**src/rtl/hssi_mbox_responder.sv**
```systemverilog
// Target-side end of the HE-HSSI traffic-controller mailbox.
// The host writes ADDRESS/WRDATA, then CMD; the block runs one read or write on the
// target register bus and reports ack/busy/err back through CMD.
//
// Ports:
//   clk, rst_n          clock, synchronous active-low reset
//   csr_*               host CSR port (0x0 CMD, 0x4 ADDRESS, 0x8 RDDATA, 0xC WRDATA)
//   tgt_*               Avalon-MM style master towards traffic controller / MAC stats
module hssi_mbox_responder #(
  parameter int unsigned TGT_AW      = 16,
  parameter int unsigned TIMEOUT_CYC = 256,
  parameter logic [31:0] ERR_RDATA   = 32'hFFFF_FFFF
) (
  input  logic              clk,
  input  logic              rst_n,
  input  logic [3:0]        csr_addr,
  input  logic              csr_write,
  input  logic              csr_read,
  input  logic [31:0]       csr_writedata,
  output logic [31:0]       csr_readdata,
  output logic              csr_readdatavalid,
  output logic [TGT_AW-1:0] tgt_address,
  output logic              tgt_read,
  output logic              tgt_write,
  output logic [31:0]       tgt_writedata,
  input  logic              tgt_waitrequest,
  input  logic [31:0]       tgt_readdata,
  input  logic              tgt_readdatavalid
);

  typedef enum logic [1:0] {StIdle, StRdReq, StRdWait, StWrReq} state_e;

  localparam logic [15:0] TimeoutLast = 16'(TIMEOUT_CYC - 1);

  state_e      state_q;
  logic [1:0]  cmd_q;
  logic        ack_q, busy_q, err_q;
  logic [31:0] addr_q, rddata_q, wrdata_q;
  logic [15:0] cnt_q;
  logic        tgt_read_q, tgt_write_q;
  logic [31:0] csr_rdata_d;
  logic        timeout;

  assign timeout       = (cnt_q == TimeoutLast);
  assign tgt_address   = addr_q[TGT_AW-1:0];
  assign tgt_writedata = wrdata_q;
  assign tgt_read      = tgt_read_q;
  assign tgt_write     = tgt_write_q;

  // Readback uses pre-edge register values, so a same-cycle write returns the old value.
  always_comb begin
    csr_rdata_d = '0;
    case (csr_addr)
      4'h0:    csr_rdata_d = {27'b0, err_q, busy_q, ack_q, cmd_q};
      4'h4:    csr_rdata_d = addr_q;
      4'h8:    csr_rdata_d = rddata_q;
      4'hC:    csr_rdata_d = wrdata_q;
      default: csr_rdata_d = '0;
    endcase
  end

  always_ff @(posedge clk) begin
    if (!rst_n) begin
      state_q           <= StIdle;
      cmd_q             <= '0;
      ack_q             <= 1'b0;
      busy_q            <= 1'b0;
      err_q             <= 1'b0;
      addr_q            <= '0;
      rddata_q          <= '0;
      wrdata_q          <= '0;
      cnt_q             <= '0;
      tgt_read_q        <= 1'b0;
      tgt_write_q       <= 1'b0;
      csr_readdata      <= '0;
      csr_readdatavalid <= 1'b0;
    end else begin
      csr_readdatavalid <= csr_read;
      if (csr_read) csr_readdata <= csr_rdata_d;

      // busy_q is set exactly while the FSM is away from StIdle, so host writes and
      // FSM updates below never touch the same register in one cycle.
      if (csr_write && !busy_q) begin
        case (csr_addr)
          4'h4: addr_q   <= csr_writedata;
          4'hC: wrdata_q <= csr_writedata;
          4'h0: begin
            case (csr_writedata[1:0])
              2'd0: begin
                ack_q <= 1'b0;
                err_q <= 1'b0;
              end
              2'd1, 2'd2: begin
                ack_q  <= 1'b0;
                err_q  <= 1'b0;
                busy_q <= 1'b1;
                cmd_q  <= csr_writedata[1:0];
                cnt_q  <= '0;
                if (csr_writedata[1:0] == 2'd1) begin
                  state_q    <= StRdReq;
                  tgt_read_q <= 1'b1;
                end else begin
                  state_q     <= StWrReq;
                  tgt_write_q <= 1'b1;
                end
              end
              default: begin
                ack_q    <= 1'b1;
                err_q    <= 1'b1;
                rddata_q <= ERR_RDATA;
              end
            endcase
          end
          default: ;
        endcase
      end

      if (state_q != StIdle) cnt_q <= cnt_q + 16'd1;

      case (state_q)
        StRdReq: begin
          if (!tgt_waitrequest && tgt_readdatavalid) begin
            // Zero-latency target: accept and data in the same cycle.
            tgt_read_q <= 1'b0;
            rddata_q   <= tgt_readdata;
            ack_q      <= 1'b1;
            busy_q     <= 1'b0;
            cmd_q      <= '0;
            state_q    <= StIdle;
          end else if (timeout) begin
            tgt_read_q <= 1'b0;
            rddata_q   <= ERR_RDATA;
            err_q      <= 1'b1;
            ack_q      <= 1'b1;
            busy_q     <= 1'b0;
            cmd_q      <= '0;
            state_q    <= StIdle;
          end else if (!tgt_waitrequest) begin
            tgt_read_q <= 1'b0;
            state_q    <= StRdWait;
          end
        end
        StRdWait: begin
          if (tgt_readdatavalid) begin
            rddata_q <= tgt_readdata;
            ack_q    <= 1'b1;
            busy_q   <= 1'b0;
            cmd_q    <= '0;
            state_q  <= StIdle;
          end else if (timeout) begin
            rddata_q <= ERR_RDATA;
            err_q    <= 1'b1;
            ack_q    <= 1'b1;
            busy_q   <= 1'b0;
            cmd_q    <= '0;
            state_q  <= StIdle;
          end
        end
        StWrReq: begin
          if (!tgt_waitrequest) begin
            tgt_write_q <= 1'b0;
            ack_q       <= 1'b1;
            busy_q      <= 1'b0;
            cmd_q       <= '0;
            state_q     <= StIdle;
          end else if (timeout) begin
            tgt_write_q <= 1'b0;
            err_q       <= 1'b1;
            ack_q       <= 1'b1;
            busy_q      <= 1'b0;
            cmd_q       <= '0;
            state_q     <= StIdle;
          end
        end
        default: ;
      endcase
    end
  end

endmodule
```
**config.mk**
```make
export PLATFORM = sky130hd
export DESIGN_NAME = hssi_mbox_responder
export DESIGN_NICKNAME = d
export VERILOG_FILES = /design/src/rtl/hssi_mbox_responder.sv
export SDC_FILE = /design/constraint.sdc
export NUM_CORES = 1
export LEC_CHECK = 0
export CORE_UTILIZATION = 62
export CTS_BUF_LIST = sky130_fd_sc_hd__clkbuf_4 sky130_fd_sc_hd__clkbuf_8 sky130_fd_sc_hd__clkbuf_16
export CTS_CLUSTER_DIAMETER = 100
export DETAILED_ROUTE_END_ITERATION = 8
export DONT_BUFFER_PORTS = 1
export PLACE_DENSITY = 0.78
export RECOVER_POWER = 100
export REMOVE_ABC_BUFFERS = 1
export SYNTH_ARGS = -nofsm -noshare
export SYNTH_HDL_FRONTEND = slang
export SYNTH_SLANG_ARGS = --single-unit
```
**constraint.sdc**
```tcl
create_clock -name clk -period 5.02 [get_ports clk]
set_clock_uncertainty 0.2 [all_clocks]
set_input_delay 0.502 -clock clk [delete_from_list [all_inputs] [get_ports clk]]
set_output_delay 0.502 -clock clk [all_outputs]
set_load 0.01 [all_outputs]
```
# --- Yosys cells after proc, flatten, opt, wreduce, memory -nomap -nowiden ---
# Cells that the tools add are included.
totals:
  inputBits: 74
  regBits: 154
  elab_cells: 107
classes:
  add_sub_neg: 1
  reduce_logical: 15
  muxes: 69
  n_eq_ne: 9
ops:
  columns: ["operator", "n"]
  rows:
  - ["$mux W32", 6]
  - ["$pmux W32 S4", 1]
  - ["$mux W16", 4]
  - ["$pmux W32 S2", 1]
  - ["$mux W1", 35]
  - ["$mux W2", 17]
  - ["$add A16 B1 Y16 const B", 1]
  - ["$eq A16 B8 Y1 const B", 1]
  - ["$pmux W2 S3", 2]
  - ["$pmux W1 S3", 3]
  - ["$eq A4 B4 Y1 const B", 2]
  - ["$reduce_bool A2 Y1", 4]
  - ["$eq A2 B2 Y1 const B", 3]
  - ["$eq A2 B1 Y1 const B", 2]
  - ["$eq A4 B3 Y1 const B", 1]
  - ["$logic_not A4 Y1", 1]
  - ["$reduce_and A2 Y1", 2]
  - ["$reduce_and A3 Y1", 1]
  - ["$reduce_or A3 Y1", 1]
  - ["$logic_and A1 B1 Y1", 2]
  - ["$logic_not A1 Y1", 2]
  - ["$logic_not A2 Y1", 1]
  - ["$reduce_or A2 Y1", 1]

# --- Logic depth before layout (Yosys ltp) ---
depth:
  word_depth: 9
  ltp_mapped: 8
  ltp_nobuf: 6

# --- Worst setup path before layout ---
# OpenSTA, ideal clock, no wires.
synth_path:
  path_type: "input to register"
  from: "in csr_addr[2]"
  to: "reg state_q[1]"
  setup_slack_ns: 2.806
  path_stages: 7
  setup_time_ns: 0.137
  required_ns: 4.683
  arrival_ns: 1.877
  path_buffers: 3
  path_cell_list: "clkbuf_1 or2_2 clkbuf_1 or3_1 buf_6 a211oi_1 a211oi_1"
synth_via:
  elab_chain_len: 7
  elab_cells_between_ends: 10
  cone_classes: "mux (9); reduce/logical (1)"
synth_rtl:
  columns: ["element", "line_no", "source"]
  rows:
  - ["from (decl)", "16", "input logic [3:0] csr_addr,"]
  - ["$logic_not A4 Y1 (*)", "84", "case (csr_addr)"]
  - ["$mux W2 (*)", "84", null]
  - ["$mux W2 (*)", "83", "if (csr_write && !busy_q) begin"]
  - ["$mux W2", "138", "end else if (!tgt_waitrequest) begin"]
  - ["$mux W2", "130", "end else if (timeout) begin"]
  - ["$mux W2", "122", "if (!tgt_waitrequest && tgt_readdatavalid) begin"]
  - ["$pmux W2 S3 (*)", "120", "case (state_q)"]
  - ["to (signal assigned)", "129", "state_q <= StIdle;"]
  - ["to (signal assigned)", "137", "state_q <= StIdle;"]
  - ["to (signal assigned)", "140", "state_q <= StRdWait;"]
  - ["to (decl)", "35", "state_e state_q;"]
# Mark *: on every way between the ends. The rest lies on a longest branch, timed or not.
# A chain may end at the register's enable or synchronous reset.

# --- Final worst setup path ---
layout_path:
  from: "reg state_q[1]"
  to: "reg rddata_q[30]"
layout_via:
  elab_chain_len: 2
  elab_cells_between_ends: 3
  cone_classes: "eq/ne (2); mux (1)"
layout_rtl:
  columns: ["element", "line_no", "source"]
  rows:
  - ["from (signal assigned)", "64", "state_q <= StIdle;"]
  - ["from (signal assigned)", "100", "state_q <= StRdReq;"]
  - ["from (signal assigned)", "103", "state_q <= StWrReq;"]
  - ["$eq A2 B2 Y1 or $eq A2 B1 Y1 (tied branches)", "120", null]
  - ["$pmux W32 S2 (*)", "120", null]
  - ["to (signal assigned)", "125", "rddata_q <= tgt_readdata;"]
  - ["to (signal assigned)", "145", "rddata_q <= tgt_readdata;"]
  - ["to (decl)", "38", "logic [31:0] addr_q, rddata_q, wrdata_q;"]
# Marks and branches as above.

==> summary.md <==
| Metric | Value |
|---|---|
| Status | `finished with violations` |
| Failing checks | `negative hold slack, max-capacitance violations, max-slew violations` |
| Setup TNS Final | `0 ns` |
| Post-CTS sizing | `0` |
| Antenna-violating nets left | `0` |
| Count of cell types in the netlist | `57` |
| Worst-Skew Late Latency | `approximately 0.55 ns` |
| Critical Path RT | `between 5 and 6 ns` |
| Worst Hold Slack | `-0.006573 ns` |
| Peak Freq | `0.3650 GHz` |
| Die width | `106.5 um` |
| Wirelength, routed | `approximately 20000 um` |
| Die ar. | `0.01134 sq mm` |
| #FFs+latches synth | `154` |
| Cell taking the most area after synthesis | `dfxtp_1` |
| Sink Count | `154` |
| Vias in the first global route | `6374` |
| Clk slew on worst S/H paths | `0.07 ns` |
| Top cell type's share of synthesized area | `45.55%` |
| Synth warn | `0` |
| Clock root buffer master | `clkbuf_8` |
| Pin count of the biggest net entering global routing | `82` |
| I/O pins | `157` |
| Post-cts hold buffer count | `67` |
| Pre-CTS setup slack | `2.295 ns` |
| Kind of critical path | `reg2reg` |
| Setup crit start | `state_q[1]` |
| FF-to-FF setup slack | `2.28 ns` |
| Max Cap Violations | `2` |
| Total number of vias | `between 6k and 7k` |
| DRT Pass-1 Iters | `7` |
| CTS tree | `yes` |
| Die height | `106.5 um` |
| Initial core utilization | `about 65%` |
| Flop pwr share | `47.0%` |
| Setup violators final | `0` |
| Sw Share | `a little under a quarter` |
| Routed WL per cell | `20.92 um` |
| Crit Path Max Fanout | `32` |
| WP data arrival | `2.94 ns` |
| Worst slew pin tran | `1.842 ns` |
| Final hold vios | `1` |
| DRT iter0 DRCs | `717` |
| Final Power | `~2.6 mW` |
| Setup crit start kind | `register` |
| DR DRC count | `0` |
| Final Core Density | `between 70 and 80%` |
| Layout Nets | `between 900 and 1k` |
| Number of flops mapped to enable cells by yosys | `0` |
| First-pass GRT wire length | `31960 um` |
| Vias per inst | `6.629` |
| Clock Power Share | `47.8%` |
| Post-route setup slack | `2.280 ns` |
| Final Max Tran Viols | `65` |
| Core Box Area | `~0.010 sq mm` |
| Slowest-stage cell, CP | `nand2_1` |
| Slew HR | `-22.79%` |
| Post-synthesis cell count | `815` |
| Placement Cell Area | `approximately 0.0066 sq mm` |
| Design area | `between 0.007 and 0.008 sq mm` |
| Longest Clk Path Bufs | `2` |
| Initial antenna violation count | `0` |
| Antenna diodes | `0` |
| Worst Hold Class | `in2reg` |
| Synthesized area per cell | `8.306 sq um` |
| H-Tree Depth | `4` |
| CTS Buf Count | `17` |
| GRT overflow | `0` |
| Layout cells sized above 1 | `8.971%` |
| Critical path endpoint | `rddata_q[30]` |
| Area Growth Syn to Fin | `16.14%` |
| GP Congestion | `around 0.87` |
| Crit path time final | `2.740 ns` |
| Mapped Area | `0.006769 sq mm` |
| Largest stage delay on the critical path | `between 0.7 and 0.8 ns` |
| NetSw | `0.5993 mW` |
| Leading post-synthesis cells by cell area | `dfxtp_1 46%, nand2_1 9.9%, o21ai_0 8.6%` |
| Fin crit share | `54.58%` |
| Tot GR Track Use | `between 30% and 40%` |
| Placed cells | `871` |
| Top_reg_cell synth | `dfxtp_1` |
| R2r endpoint | `rddata_q[30]` |
| Rows | `37` |
| RSZ-0062 raised after global routing | `false` |
| CP Capture Type | `register` |
| Min-delay src | `csr_addr[2]` |
| Final Instance Count excl. Fillers | `972` |
| CP cell instances | `inv_1 -> ha_1 -> o21bai_1 -> nand2_1 -> a32oi_1 -> o21ai_0` |
| Static leakage | `2.581 nW` |
| Combinational power share | `5.2%` |
| Sequential element share of the synthesized area | `45.55%` |
| Post-CTS Setup Bufs | `0` |
| Int Pwr | `2.043 mW` |
| Power per cell area | `336.1 mW/mm^2` |
| Port Buf Inserts | `0` |
| Worst-case reg-to-reg path depth | `6` |
| RR Startpoint | `state_q[1]` |
| Max IR drop VDD | `233.2 uV` |
| Asr flop ratio synth | `0%` |
| Hpwl dp | `11530 um` |
-- cells in the final DEF (no fill, tap or decap), types with 2 or more instances in the layout --
cell	count
a211oi_1	4
a21oi_1	70
a221oi_1	3
a22oi_1	32
a311oi_1	3
a31oi_1	6
a32oi_1	32
and3_1	4
buf_4	4
bufinv_16	2
clkbuf_16	16
clkbuf_4	3
clkbuf_8	3
clkinv_2	2
clkinvlp_4	4
dfxtp_1	154
dlygate4sd3_1	68
ha_1	7
inv_1	9
mux2_2	27
mux2i_1	5
nand2_1	179
nand3_1	7
nand3b_1	2
nand4_1	3
nor2_1	10
nor2_2	2
nor2b_1	4
nor3_1	4
nor4_1	5
o21ai_0	117
o2bb2ai_1	5
or3_1	2
or4_1	4
xnor2_1	3
xor2_1	2
-- critical path: cells and delay by family (launching register included) --
family | cells | cell delay (ns)
AO/OA/AOI/OAI | 3 | 0.89
adder cells (fa/ha/maj) | 1 | 0.25
buffers and inverters | 1 | 0.09
flip-flops | 1 | 0.39
AND/OR/NAND/NOR | 1 | 0.76
-- synthesized netlist by cell type, drive strengths merged, types with 2 or more instances --
cell type / instances
nand2: 179
dfxtp: 154
o21ai: 117
a21oi: 70
clkbuf: 58
a22oi: 32
a32oi: 32
buf: 27
mux2: 27
nor2: 12
inv: 10
a31oi: 7
ha: 7
nand3: 7
mux2i: 5
nor2b: 5
nor4: 5
o2bb2ai: 5
a211oi: 4
and3: 4
nor3: 4
or4: 4
a221oi: 3
a311oi: 3
nand4: 3
xnor2: 3
and2: 2
nand3b: 2
o31a: 2
or2: 2
or3: 2
xor2: 2
-- power by group through the flow --
stage | clock (mW) | combinational, mW | sequential [mW]
6_report | 1.26 | 0.137 | 1.24
5_1_grt | 1.32 | 0.145 | 1.24
4_1_cts | 1.26 | 0.134 | 1.24
3_5_place_dp | 0 | 0.0800 | 1.27
3_3_place_gp | 0 | 0.0773 | 1.27
2_1_floorplan | 0 | 0.0556 | 1.27
-- cells by family after synthesis --
kind of cell | synth area share, %
XOR/XNOR | 0.6471
multiplexers | 5.231
adder cells (fa/ha/maj) | 1.294
AND/OR/NAND/NOR | 15.03
buffers and inverters | 6.395
AO/OA/AOI/OAI | 25.86
flip-flops | 45.55
-- worst min-delay path by stage --
stage | endpoint | slack (ns) | cells after the start
global route | csr_readdata[23] | 0.01 | 2
finish | csr_readdata[23] | -0.007 | 2
global placement | addr_q[27] | 0.24 | 2
CTS | csr_readdata[19] | 0.003 | 2
floorplan | addr_q[16] | 0.23 | 2
detailed placement | addr_q[31] | 0.25 | 2
-- registers in the layout, summed over array words and instances, names as in the netlist --
name and cells:
ack_q 1, addr_q 32, busy_q 1, cmd_q 2, cnt_q 16, csr_readdata 32
csr_readdatavalid 1, err_q 1, rddata_q 32, state_q 2, tgt_read 1, tgt_write 1
tgt_writedata 32
-- per-layer routing --
metal  GRT usage, %  vias up  part of all wire [%]
met5              0        -                     0
met4          16.14        0                   3.3
met3          9.871       69                   9.3
met2          61.60      372                    49
met1          42.65     3084                    39
li1               -     2918                     -
-- final cells by class --
| cell class | count | area (sq um) |
|---|---|---|
| clock inverters | 10 | 117.6 |
| well taps | 136 | 170.2 |
| clock buffers | 22 | 464.2 |
| flip-flops and latches | 154 | 3083 |
| repair buffers | 74 | 729.5 |
| multi-input cells | 566 | 3259 |
| inverters | 10 | 37.54 |
| fillers | 752 | 2601 |
No activity file was read; power rests on OpenSTA's default activity.
